### src/rtl/dds_pkg.sv
// Shared definitions for the DDS generator and the signal_meter receive path.
// Samples are unsigned offset-binary, so midscale is the zero crossing.
package dds_pkg;

  localparam logic [15:0] MID_DEFAULT  = 16'h8000;
  localparam logic [15:0] HYST_DEFAULT = 16'd1024;

  typedef enum logic [1:0] {
    ST_SEEK = 2'd0,
    ST_ARM  = 2'd1,
    ST_MEAS = 2'd2
  } meter_state_e;

endpackage

### src/rtl/signal_meter_schmitt.sv
// Hysteresis midscale crossing detector. Thresholds saturate at the sample range.
// level is the post-update level for the current sample; rise/fall flag a flip
// caused by the current valid sample.
module signal_meter_schmitt
  import dds_pkg::*;
#(
  parameter int unsigned        DATA_W = 16,
  parameter logic [DATA_W-1:0]  MID    = MID_DEFAULT,
  parameter logic [DATA_W-1:0]  HYST   = HYST_DEFAULT
) (
  input  logic              clk,
  input  logic              reset,
  input  logic [DATA_W-1:0] sample_in,
  input  logic              sample_valid,
  output logic              level,
  output logic              rise,
  output logic              fall
);

  localparam logic [DATA_W:0]   HI_SUM = {1'b0, MID} + {1'b0, HYST};
  localparam logic [DATA_W-1:0] HI_TH  = HI_SUM[DATA_W] ? '1 : HI_SUM[DATA_W-1:0];
  localparam logic [DATA_W-1:0] LO_TH  = (HYST > MID) ? '0 : (MID - HYST);

  logic level_d, level_q;

  // Next level: set above the upper threshold, clear below the lower, else hold
  always_comb begin
    level_d = level_q;
    if (sample_valid) begin
      if (sample_in >= HI_TH) begin
        level_d = 1'b1;
      end else if (sample_in < LO_TH) begin
        level_d = 1'b0;
      end
    end
  end

  // Level register
  always_ff @(posedge clk) begin
    if (reset) begin
      level_q <= 1'b0;
    end else begin
      level_q <= level_d;
    end
  end

  assign level = level_d;
  assign rise  = ~level_q & level_d;
  assign fall  = level_q & ~level_d;

  // A single sample can never flip the level both ways
  a_no_double_flip: assert property (@(posedge clk) disable iff (reset) !(rise && fall));

endmodule

### src/rtl/signal_meter.sv
// Per-cycle period / high-time / peak meter on a sampled waveform.
// Optional macro SIGNAL_METER_PEAK_EN builds the peak trackers; without it
// PeakMax/PeakMin are constant 0.
module signal_meter
  import dds_pkg::*;
#(
  parameter int unsigned        DATA_W         = 16,
  parameter int unsigned        CNT_W          = 32,
  parameter logic [DATA_W-1:0]  MID            = MID_DEFAULT,
  parameter logic [DATA_W-1:0]  HYST           = HYST_DEFAULT,
  parameter logic [CNT_W-1:0]   TIMEOUT_CYCLES = 32'd50_000_000
) (
  input  logic              clk,
  input  logic              reset,
  input  logic [DATA_W-1:0] SampleIn,
  input  logic              SampleValid,
  output logic [CNT_W-1:0]  Period,
  output logic [CNT_W-1:0]  HighTime,
  output logic [DATA_W-1:0] PeakMax,
  output logic [DATA_W-1:0] PeakMin,
  output logic              MeasValid,
  output logic              NoSignal
);

  logic level, rise, fall;

  signal_meter_schmitt #(
    .DATA_W (DATA_W),
    .MID    (MID),
    .HYST   (HYST)
  ) u_schmitt (
    .clk          (clk),
    .reset        (reset),
    .sample_in    (SampleIn),
    .sample_valid (SampleValid),
    .level        (level),
    .rise         (rise),
    .fall         (fall)
  );

  meter_state_e     state_d, state_q;
  logic [CNT_W-1:0] cnt_d, cnt_q;
  logic [CNT_W-1:0] hcnt_d, hcnt_q;
  logic [CNT_W-1:0] idle_d, idle_q;
  logic [CNT_W-1:0] period_d, period_q;
  logic [CNT_W-1:0] high_time_d, high_time_q;
  logic             meas_valid_d, meas_valid_q;
  logic             no_signal_d, no_signal_q;

  // Crossing-driven FSM: counting, result capture and idle timeout
  always_comb begin
    state_d      = state_q;
    cnt_d        = cnt_q;
    hcnt_d       = hcnt_q;
    idle_d       = idle_q;
    period_d     = period_q;
    high_time_d  = high_time_q;
    meas_valid_d = 1'b0;
    no_signal_d  = no_signal_q;
    if (SampleValid) begin
      unique case (state_q)
        ST_SEEK: begin
          if (!level) begin
            state_d = ST_ARM;
            idle_d  = '0;
          end
        end
        ST_ARM, ST_MEAS: begin
          if (rise) begin
            if (state_q == ST_MEAS) begin
              period_d     = cnt_q;
              high_time_d  = hcnt_q;
              meas_valid_d = 1'b1;
              no_signal_d  = 1'b0;
            end
            cnt_d   = CNT_W'(1);
            hcnt_d  = CNT_W'(1);
            idle_d  = '0;
            state_d = ST_MEAS;
          end else begin
            idle_d = idle_q + CNT_W'(1);
            if (state_q == ST_MEAS) begin
              cnt_d = cnt_q + CNT_W'(1);
              if (level) begin
                hcnt_d = hcnt_q + CNT_W'(1);
              end
            end
            if (idle_d == TIMEOUT_CYCLES) begin
              state_d     = ST_SEEK;
              no_signal_d = 1'b1;
            end
          end
        end
        default: state_d = ST_SEEK;
      endcase
    end
  end

  // State and result registers
  always_ff @(posedge clk) begin
    if (reset) begin
      state_q      <= ST_SEEK;
      cnt_q        <= '0;
      hcnt_q       <= '0;
      idle_q       <= '0;
      period_q     <= '0;
      high_time_q  <= '0;
      meas_valid_q <= 1'b0;
      no_signal_q  <= 1'b1;
    end else begin
      state_q      <= state_d;
      cnt_q        <= cnt_d;
      hcnt_q       <= hcnt_d;
      idle_q       <= idle_d;
      period_q     <= period_d;
      high_time_q  <= high_time_d;
      meas_valid_q <= meas_valid_d;
      no_signal_q  <= no_signal_d;
    end
  end

  assign Period    = period_q;
  assign HighTime  = high_time_q;
  assign MeasValid = meas_valid_q;
  assign NoSignal  = no_signal_q;

`ifdef SIGNAL_METER_PEAK_EN
  logic              in_cycle, peak_load, peak_track, peak_cap;
  logic [DATA_W-1:0] pmax_d, pmax_q, pmin_d, pmin_q;
  logic [DATA_W-1:0] peak_max_d, peak_max_q, peak_min_d, peak_min_q;

  assign in_cycle   = SampleValid && (state_q == ST_ARM || state_q == ST_MEAS);
  assign peak_load  = in_cycle && rise;
  assign peak_cap   = peak_load && (state_q == ST_MEAS);
  assign peak_track = SampleValid && !rise && (state_q == ST_MEAS);

  // Running extremes within the cycle, captured alongside Period
  always_comb begin
    pmax_d     = pmax_q;
    pmin_d     = pmin_q;
    peak_max_d = peak_max_q;
    peak_min_d = peak_min_q;
    if (peak_cap) begin
      peak_max_d = pmax_q;
      peak_min_d = pmin_q;
    end
    if (peak_load) begin
      pmax_d = SampleIn;
      pmin_d = SampleIn;
    end else if (peak_track) begin
      if (SampleIn > pmax_q) pmax_d = SampleIn;
      if (SampleIn < pmin_q) pmin_d = SampleIn;
    end
  end

  // Peak tracker and peak result registers
  always_ff @(posedge clk) begin
    if (reset) begin
      pmax_q     <= '0;
      pmin_q     <= '0;
      peak_max_q <= '0;
      peak_min_q <= '0;
    end else begin
      pmax_q     <= pmax_d;
      pmin_q     <= pmin_d;
      peak_max_q <= peak_max_d;
      peak_min_q <= peak_min_d;
    end
  end

  assign PeakMax = peak_max_q;
  assign PeakMin = peak_min_q;
`else
  assign PeakMax = '0;
  assign PeakMin = '0;
`endif

endmodule
### config.mk
export PLATFORM = sky130hd
export DESIGN_NAME = signal_meter
export DESIGN_NICKNAME = d
export VERILOG_FILES = /design/src/rtl/dds_pkg.sv /design/src/rtl/signal_meter_schmitt.sv /design/src/rtl/signal_meter.sv
export SDC_FILE = /design/constraint.sdc
export NUM_CORES = 1
export LEC_CHECK = 0
export BUFFER_PORTS_ARGS = -buffer_cell sky130_fd_sc_hd__buf_4
export CELL_PAD_IN_SITES_DETAIL_PLACEMENT = 1
export CELL_PAD_IN_SITES_GLOBAL_PLACEMENT = 2
export CORE_MARGIN = 3
export CORE_UTILIZATION = 36
export DETAILED_ROUTE_END_ITERATION = 10
export GPL_TIMING_DRIVEN = 0
export PLACE_DENSITY = 0.94
export SYNTH_ARGS = -nofsm -noshare
export SYNTH_HDL_FRONTEND = slang
export SYNTH_SLANG_ARGS = --single-unit
### constraint.sdc
create_clock -name clk -period 8.1 [get_ports clk]
set_input_delay 0.81 -clock clk [delete_from_list [all_inputs] [get_ports clk]]
set_output_delay 0.81 -clock clk [all_outputs]
set_load 0.02 [all_outputs]
==> impl_metrics.py, run 1 <==
metrics = {
    "clock_network": {
        "cts.sinks": 165,
        "ctsResizeCount": 0,
        "clk-insertion-delay-late_ps": 430,
        "cts_tree": "done",
        "cts_max_level": 4,
        "cts-buffers-inserted": 17,
        "clock_path_buffers": 2,
        "ctsHoldBuffers": 0,
        "clock-root-buffer": "clkbuf_16",
        "clk_pin_slew_ps": 70,
        "postCtsSetupRepairBufs": 0,
    },
    "timing": {
        "final.period_utilization_pct": 40.7,
        "holdWs_ps": 456,
        "fmaxAchievable_mhz": 303,
        "relSlewSlack_pct": 36.1,
        "hold_viol": 0,
        "skew_ps": 9.63,
        "worst_slew_pin_slew_ps": 958,
        "maxSlewViolCount": 0,
        "final.setup.tns_ps": 0,
        "setup_viol": 0,
        "fin_crit_ps": 3300,
        "grt_setup_unrepaired": "false",
    },
    "grt": {
        "antenna_found_initial": 0,
        "first_global_vias": 7227,
        "grt_max_degree": 17,
        "grt_usage_pct": 18.8,
        "grt_first_pass_wirelength_um": 36700,
        "grt_overflow": 0,
    },
    "run": {
        "cap_violations": 0,
    },
    "placed_design": {
        "dp_cells": 1334,
        "dpl.hpwl_um": 15700,
        "portBuffers": 72,
        "place.gp.congestion": 0.824,
    },
    "final_layout": {
        "fin_cells": 1366,
        "fin_util_pct": 44.9,
        "drive_gt1_share_pct": 14.6,
        "nets": 1109,
        "seq_area_um2": 3300,
        "diodes": 0,
        "multi_input_comb_area_um2": 3970,
        "syn_to_final_growth_pct": 20.4,
        "fillers": 2589,
    },
    "drt": {
        "drc": 0,
        "drt-total-wl_um": 21900,
        "vias": 7072,
        "routed_via_density": 5.18,
        "drt_iter0_drc": 303,
        "drtPass1Iterations": 4,
        "routedWlPerCell_um": 16.0,
        "ant_nets": 0,
    },
    "pwr": {
        "cellLeakagePower_nw": 3.38,
        "finalPower_mw": 1.73,
        "vdd_drop_max_v": 0.000131,
        "power.density_nw_per_um2": 187,
    },
    "floorplan": {
        "coreArea_um2": 20600,
        "dieArea_um2": 23100,
        "rows": 52,
        "fp.dieH_um": 152,
        "die_x_um": 152,
        "io_pins": 117,
        "start_util_pct": 37.3,
    },
    "outcome": {
        "status": "complete, no violations",
    },
    "worst_setup_path": {
        "slowest_stage": "nor3_2",
        "path_class": "register to register",
        "crit_chain": "ha_1 -> nand3_1 -> nor3_2 -> a31oi_1 -> a221oi_2 -> o211ai_1 -> nor4_2 -> o221a_2 -> mux2_1",
        "worstReg2RegStart": "idle_q[0]",
        "critPathRequiredTime_ps": 8420,
        "worstSetupEndpointType": "register",
        "start_kind": "register",
        "critPathMaxFanout": 9,
        "arrival_ps": 3610,
        "cp-startpoint": "idle_q[0]",
        "slowest_delay_ps": 570,
    },
    "synthesis": {
        "synth-seq-cells": 165,
        "synth-edff-count": 0,
        "ys_async_sr_fraction_pct": 0,
        "synth_area_um2": 7670,
        "synth.avg_cell_area_um2": 7.99,
        "synth-seq-area-share_pct": 43.0,
        "synth.distinct_cells": 57,
        "netlist_instances": 961,
        "ys.flop_type": "dfxtp_1",
        "ys_warn_count": 0,
    },
    "hold_path": {
        "min-delay-start": "Period[16]",
        "hold_class": "register to register",
    },
}
==> worst max-delay path: cells and delay by family (launching register included) <==
family	cells	cell delay, ps
and+or+nand+nor	3	1150
AOI/OAI and AO/OA	4	940
DFF	1	470
muxes	1	320
adders and majority gates	1	310
==> metrics by stage <==
stage / setup slack (ps) / instance area, um2
final: 4800 / 9240
after floorplan: 5420 / 7790
after global routing: 4570 / 9240
after CTS: 4770 / 9240
after global placement: 4670 / 8670
after detailed placement: 4620 / 8670
==> path summary, 6_finish.rpt <==
path	endpoint	slack [ps]	cells after the start
setup reg to reg	state_q[1]	4800	9
hold reg to reg	Period[16]	460	2
setup / recovery	state_q[1]	4800	9
hold / removal	Period[16]	460	2
==> where the power goes <==
group	leakage, nW	internal (mW)	switching, mW	total [mW]
Clock	0.280	0.436	0.372	0.808
Sequential	1.33	0.813	0.00256	0.815
Combinational	1.77	0.0314	0.0753	0.107
==> Yosys cell counts, drive strengths merged, types with 3 or more instances <==
cell / n / area, um2
or4: 7 / 52.6
and3: 23 / 144
or2: 4 / 25.0
nand2b: 8 / 50.1
nand4: 22 / 144
nor2b: 5 / 31.3
o21ai: 48 / 240
a21oi: 123 / 616
ha: 7 / 87.6
nand2: 166 / 623
nor3: 16 / 90.1
and2: 4 / 25.0
nand3: 38 / 220
nand3b: 4 / 30.0
nand4b: 7 / 61.3
inv: 17 / 63.8
nor2: 78 / 295
buf: 40 / 283
xnor2: 19 / 166
clkbuf: 46 / 173
xor2: 35 / 307
a31oi: 8 / 50.1
and4: 11 / 96.3
o211ai: 3 / 27.5
or3: 26 / 163
dfxtp: 165 / 3300
nor4: 6 / 73.8
==> cells by family (layout without fill, tap and decap cells) <==
| logic type | count (synthesis) | in the layout | share of synthesized area (%) |
|---|---|---|---|
| AND/OR/NAND/NOR | 430 | 430 | 28.3 |
| AO/OA/AOI/OAI | 197 | 197 | 13.9 |
| flip-flops | 165 | 165 | 43.0 |
| buffers and inverters | 103 | 207 | 6.77 |
| XOR/XNOR | 54 | 54 | 6.16 |
| adder cells (fa/ha/maj) | 7 | 7 | 1.14 |
| multiplexers | 4 | 4 | 0.554 |
| other | 1 | 32 | 0.0489 |
==> per-layer routing <==
metal	global-route usage [%]	part of all wire, %
met5	0	0
met3	3.53	3.6
met1	24.7	48
met2	31.6	47
met4	5.65	1.3
==> registers in the layout, indices dropped and copies added (netlist names) <==
signal             count
idle_q                32
Period                32
NoSignal               1
cnt_q                 32
state_q                2
hcnt_q                32
MeasValid              1
u_schmitt.level_q      1
HighTime              32
==> cell type report <==
| type | instances | area share (%) |
|---|---|---|
| timing repair buffer | 72 | 5.85 |
| tap | 270 | 3.66 |
| multi-input combinational | 724 | 42.9 |
| buffer | 86 | 4.93 |
| clock inverter | 13 | 1.52 |
| inverter | 17 | 0.690 |
| sequential | 165 | 35.7 |
| clock buffer | 19 | 4.68 |
==> layout by cell type (no fill, tap or decap), drive strengths merged, types with 3 or more instances in the layout <==
| cell type | netlist | routed |
|---|---|---|
| nand2b | 8 | 8 |
| clkinv | 0 | 4 |
| conb | 1 | 32 |
| inv | 17 | 24 |
| or4 | 7 | 7 |
| ha | 7 | 7 |
| and2 | 4 | 4 |
| nor4 | 6 | 6 |
| a31oi | 8 | 8 |
| nor3 | 16 | 16 |
| dfxtp | 165 | 165 |
| nand4 | 22 | 22 |
| and3 | 23 | 23 |
| or3 | 26 | 26 |
| nand3b | 4 | 4 |
| o21ai | 48 | 48 |
| and4 | 11 | 11 |
| o211ai | 3 | 3 |
| nor2 | 78 | 78 |
| or2 | 4 | 4 |
| xnor2 | 19 | 19 |
| nand2 | 166 | 166 |
| xor2 | 35 | 35 |
| nor2b | 5 | 5 |
| a21oi | 123 | 123 |
| nand3 | 38 | 38 |
| clkbuf | 46 | 65 |
| nand4b | 7 | 7 |
| buf | 40 | 112 |
(Power assumes the default switching activity.)
==> run 2, diff against run 1 <==
--- a/config.mk
+++ b/config.mk
@@ -9,10 +9,10 @@
 export CELL_PAD_IN_SITES_DETAIL_PLACEMENT = 1
 export CELL_PAD_IN_SITES_GLOBAL_PLACEMENT = 2
 export CORE_MARGIN = 3
-export CORE_UTILIZATION = 36
+export CORE_UTILIZATION = 30
 export DETAILED_ROUTE_END_ITERATION = 10
 export GPL_TIMING_DRIVEN = 0
-export PLACE_DENSITY = 0.94
+export PLACE_DENSITY = 0.85
 export SYNTH_ARGS = -nofsm -noshare
 export SYNTH_HDL_FRONTEND = slang
 export SYNTH_SLANG_ARGS = --single-unit
==> constraint.sdc (replaced) <==
create_clock -name clk -period 3 [get_ports clk]
set_input_delay 0.3 -clock clk [delete_from_list [all_inputs] [get_ports clk]]
set_output_delay 0.3 -clock clk [all_outputs]
set_load 0.02 [all_outputs]
==> impl_metrics.py, run 2 (same netlist as run 1, synthesis figures left out) <==
metrics = {
    "outcome": {
        "status": "complete, no violations",
    },
    "pwr": {
        "pwr-share-clk_pct": 46.0,
        "cellLeakagePower_nw": 3.45,
        "combPwrFrac_pct": 6.3,
        "swShare_pct": 26.7,
        "seq_power_share_pct": 47.7,
        "p_sw_mw": 1.23,
        "vdd_drop_max_v": 0.000336,
        "finalPower_mw": 4.61,
        "power.density_nw_per_um2": 490,
        "internal_power_mw": 3.38,
    },
    "clock_network": {
        "cts_tree": "done",
        "cts_max_level": 4,
        "clk_pin_slew_ps": 70,
        "clock_path_buffers": 2,
        "cts-buffers-inserted": 17,
        "clock-root-buffer": "clkbuf_16",
        "clk-insertion-delay-late_ps": 430,
        "ctsHoldBuffers": 0,
        "cts.sinks": 165,
    },
    "worst_setup_path": {
        "start_kind": "register",
        "arrival_ps": 3170,
        "critPathRequiredTime_ps": 3300,
        "critPathMaxFanout": 8,
        "worstSetupEndpointType": "register",
        "path_class": "register to register",
    },
    "final_layout": {
        "drive_gt1_share_pct": 16.0,
        "final_common_cell": "nand2_1",
        "fillers": 2986,
        "final_cell_mix": "166 x nand2_1, 163 x dfxtp_1, 123 x a21oi_1, 110 x buf_4, 75 x nor2_1",
        "diodes": 0,
        "nets": 1114,
        "syn_to_final_growth_pct": 22.7,
        "fin_cells": 1425,
    },
    "drt": {
        "drt-total-wl_um": 22200,
        "drt_iter0_drc": 326,
        "drtPass1Iterations": 4,
        "routedWlPerCell_um": 15.6,
        "vias": 7106,
        "drc": 0,
        "ant_nets": 0,
        "routed_via_density": 4.99,
    },
    "grt": {
        "grt_max_degree": 18,
        "antenna_found_initial": 0,
        "grt_first_pass_wirelength_um": 37100,
        "grt_usage_pct": 16.0,
        "grt_overflow": 0,
        "first_global_vias": 7210,
    },
    "hold_path": {
        "hold_class": "primary input to register",
    },
    "floorplan": {
        "fp.dieH_um": 166,
        "coreArea_um2": 24700,
        "dieArea_um2": 27500,
        "rows": 57,
        "die_x_um": 166,
        "start_util_pct": 31.0,
        "io_pins": 117,
    },
    "timing": {
        "setup_viol": 0,
        "final.period_utilization_pct": 95.5,
        "layout_setup_ws_ps": 135,
        "final.setup.tns_ps": 0,
        "maxSlewViolCount": 0,
        "hold_viol": 0,
        "worst_slew_pin_slew_ps": 1070,
        "relSlewSlack_pct": 28.9,
        "grt_setup_unrepaired": "false",
        "fmaxAchievable_mhz": 349,
        "fin_crit_ps": 2870,
        "skew_ps": 14.7,
        "holdWs_ps": 396,
    },
    "placed_design": {
        "dpl.hpwl_um": 16000,
        "place.gp.congestion": 0.792,
        "dp_slack_ps": -325,
        "portBuffers": 72,
        "dp_cells": 1388,
    },
    "run": {
        "cap_violations": 0,
    },
}
==> run 2: changes by cell type in the layout (fill, tap and decap cells not counted), sizes merged <==
cell | previous run | this run
buf | 112 | 117
bufinv | 1 | 0
clkbuf | 65 | 64
clkinv | 4 | 5
clkinvlp | 1 | 2
==> run 2: through the flow <==
stage | util [%] | cell area [um2]
after floorplan | - | 7790
after global placement | 35.3 | 8740
after detailed placement | 35.3 | 8740
after CTS | 37.8 | 9350
after global routing | 38.1 | 9420
final | 38.1 | 9420
==> run 2: layout make-up <==
| cell class | count | area, um2 | area share, % |
|---|---|---|---|
| Tap cell | 324 | 405 | 4.30 |
| Sequential cell | 165 | 3310 | 35.1 |
| Clock buffer | 18 | 429 | 4.56 |
| Timing Repair Buffer | 77 | 578 | 6.14 |
| Multi-Input combinational cell | 724 | 4040 | 42.9 |
| Inverter | 17 | 63.8 | 0.678 |
| Clock inverter | 14 | 139 | 1.47 |
| Buffer | 86 | 455 | 4.84 |
==> run 2: path summary, 6_finish.rpt <==
path / start / end / slack [ps] / depth (start not counted)
worst max register to register: idle_q[0] / state_q[1] / 130 / 9
worst max-delay path: idle_q[0] / state_q[1] / 130 / 9
worst min register to register: HighTime[1] / HighTime[1] / 460 / 2
worst min-delay path: SampleValid / NoSignal / 400 / 3
==> run 2: power groups by stage <==
| stage | clock network, mW | registers [mW] | logic [mW] |
|---|---|---|---|
| global placement | 0 | 2.25 | 0.288 |
| finish | 2.12 | 2.20 | 0.291 |
| floorplan | 0 | 2.25 | 0.204 |
| detailed placement | 0 | 2.25 | 0.289 |
| CTS | 2.19 | 2.20 | 0.290 |
| global route | 2.28 | 2.20 | 0.323 |
==> run 2: repair_timing <==
| item | in CTS | in global routing |
|---|---|---|
| pin swaps | 1 | 3 |
| buffers inserted | 2 | 3 |
| resized for setup | 6 | 10 |
| gates cloned | 0 | 0 |
| setup endpoints to repair | 3 | 8 |
==> run 2: worst max-delay path: stages (launching register included) <==
cell and delay (ps):
dfxtp_2 440, ha_2 270, and3_1 250, nand3_1 160, xnor2_1 180, nor4_2 370
nand4_1 190, nor4_4 290, o221a_2 270, mux2_1 330
==> run 2: metal layers <==
metal  vias to the layer above  routed length, um  track usage (%)
met1                      3461              10500             20.9
met5                         -                  0                0
met4                         0                327             4.01
li1                       3511                  -                -
met3                        22                866             3.07
met2                       112              10400             27.3
==> run 3, diff against run 2 <==
--- a/config.mk
+++ b/config.mk
@@ -13,6 +13,7 @@
 export DETAILED_ROUTE_END_ITERATION = 10
 export GPL_TIMING_DRIVEN = 0
 export PLACE_DENSITY = 0.85
+export REMOVE_ABC_BUFFERS = 1
 export SYNTH_ARGS = -nofsm -noshare
 export SYNTH_HDL_FRONTEND = slang
 export SYNTH_SLANG_ARGS = --single-unit
==> impl_metrics.py, run 3 (same netlist as run 1, synthesis figures left out) <==
metrics = {
    "pwr": {
        "power.density_nw_per_um2": 508,
        "vdd_drop_max_v": 0.000263,
        "cellLeakagePower_nw": 3.26,
    },
    "timing": {
        "skew_ps": 17.5,
        "maxSlewViolCount": 0,
        "hold_viol": 0,
        "final.period_utilization_pct": 95.0,
        "final.setup.tns_ps": 0,
        "fmaxAchievable_mhz": 351,
        "setup_viol": 0,
        "relSlewSlack_pct": 18.4,
        "worst_slew_pin_slew_ps": 1220,
        "grt_setup_unrepaired": "true",
        "fin_crit_ps": 2850,
    },
    "final_layout": {
        "finalInstanceArea_um2": 9130,
        "syn_to_final_growth_pct": 19.0,
        "nets": 1035,
        "final_common_cell": "nand2_1",
        "final_cell_mix": "163 x nand2_1, 157 x dfxtp_1, 122 x a21oi_1, 80 x buf_4, 74 x nor2_1",
        "diodes": 0,
        "drive_gt1_share_pct": 15.4,
    },
    "worst_setup_path": {
        "path_class": "register to register",
        "crit_chain": "nand3_4 -> nor3_1 -> nand4_1 -> a221oi_2 -> o211ai_1 -> nor4_4 -> o221a_2 -> mux2_1",
        "critPathBufInv": 0,
        "critPathRequiredTime_ps": 3310,
        "start_kind": "register",
        "arrival_ps": 3160,
        "worstSetupEndpointType": "register",
        "critPathMaxFanout": 10,
        "slowest_delay_ps": 550,
        "slowest_stage": "dfxtp_1",
        "critPathTopFamily": "simple AND/OR/NAND/NOR gates",
    },
    "grt": {
        "first_global_vias": 6912,
        "grt_overflow": 0,
        "grt_max_degree": 109,
        "antenna_found_initial": 0,
        "grt_first_pass_wirelength_um": 34800,
        "grt_usage_pct": 14.8,
    },
    "drt": {
        "vias": 6711,
        "drt-total-wl_um": 20400,
        "routed_via_density": 4.99,
        "drtPass1Iterations": 5,
        "drt_iter0_drc": 362,
        "ant_nets": 0,
        "routedWlPerCell_um": 15.1,
        "drc": 0,
    },
    "floorplan": {
        "dieArea_um2": 27500,
        "rows": 57,
        "fp.dieH_um": 166,
        "io_pins": 117,
        "start_util_pct": 31.0,
        "die_x_um": 166,
        "coreArea_um2": 24700,
    },
    "placed_design": {
        "portBuffers": 74,
        "placed_area_um2": 8380,
        "dpl.hpwl_um": 13400,
        "place.gp.congestion": 0.775,
    },
    "clock_network": {
        "clock-root-buffer": "clkbuf_16",
        "clk_pin_slew_ps": 70,
        "clk-insertion-delay-late_ps": 430,
        "cts-buffers-inserted": 17,
        "cts_max_level": 4,
        "ctsHoldBuffers": 0,
        "cts_tree": "done",
        "cts.sinks": 165,
        "clock_path_buffers": 2,
    },
    "run": {
        "cap_violations": 0,
    },
    "hold_path": {
        "hold_class": "primary input to register",
    },
    "outcome": {
        "status": "complete, no violations",
    },
}
==> run 3: cell count changes in the layout (fill, tap and decap cells not counted), sizes merged <==
cell      previous run  this run
clkbuf              64        17
clkinvlp             2         1
clkinv               5         9
inv                 24        22
buf                117        84
==> run 3: final cells by class <==
type	instances	area (um2)
flip-flops and latches	165	3310
multi-input cells	724	4060
well taps	324	405
fillers	2945	15600
clock inverters	15	185
repair buffers	84	679
inverters	17	63.8
clock buffers	17	425
==> run 3: final timing paths <==
check              startpoint         end  slack (ps)  depth (start not counted)
setup / recovery    idle_q[7]  state_q[1]         150                          8
hold / removal    SampleValid    NoSignal         250                          3
setup reg to reg    idle_q[7]  state_q[1]         150                          8
hold reg to reg    Period[30]  Period[30]         460                          2
==> run 3: metal layers <==
metal	global-route usage, %	up-vias	routed length (um)
met2	24.9	108	9400
met4	4.70	0	334
met1	19.6	3227	10100
li1	-	3359	-
met3	2.33	17	522
met5	0	-	0
==> run 3: worst reg2reg max path: cells and delay by family, from the launching register on <==
kind / cells / cell delay, ps
simple gates: 4 / 1070
compound gates: 3 / 780
flops: 1 / 550
mux: 1 / 330
==> run 3: what timing repair did <==
item,4_1_cts,5_1_grt
pin swaps,3,2
setup endpoints to repair,56,31
setup buffers,6,0
gates resized for setup,16,13
endpoints found under the hold margin,0,0
==> run 3: power by group <==
group | internal, mW | switching (mW)
logic | 0.0565 | 0.183
registers | 2.19 | 0.00641
clock network | 1.13 | 1.07
==> run 3: stage by stage <==
| step | power (mW) | util, % | setup slack [ps] | cells | hold WS [ps] |
|---|---|---|---|---|---|
| final | 4.64 | 36.9 | 150 | 1346 | 246 |
| after global routing | 4.83 | 36.9 | -5.80 | 1346 | 263 |
| after detailed placement | 2.48 | 33.9 | -1050 | 1308 | 451 |
| after floorplan | 2.39 | - | 318 | 906 | 369 |
| after CTS | 4.70 | 36.7 | 8.66 | 1346 | 225 |
| after global placement | 2.47 | 33.5 | -1050 | 1304 | 444 |
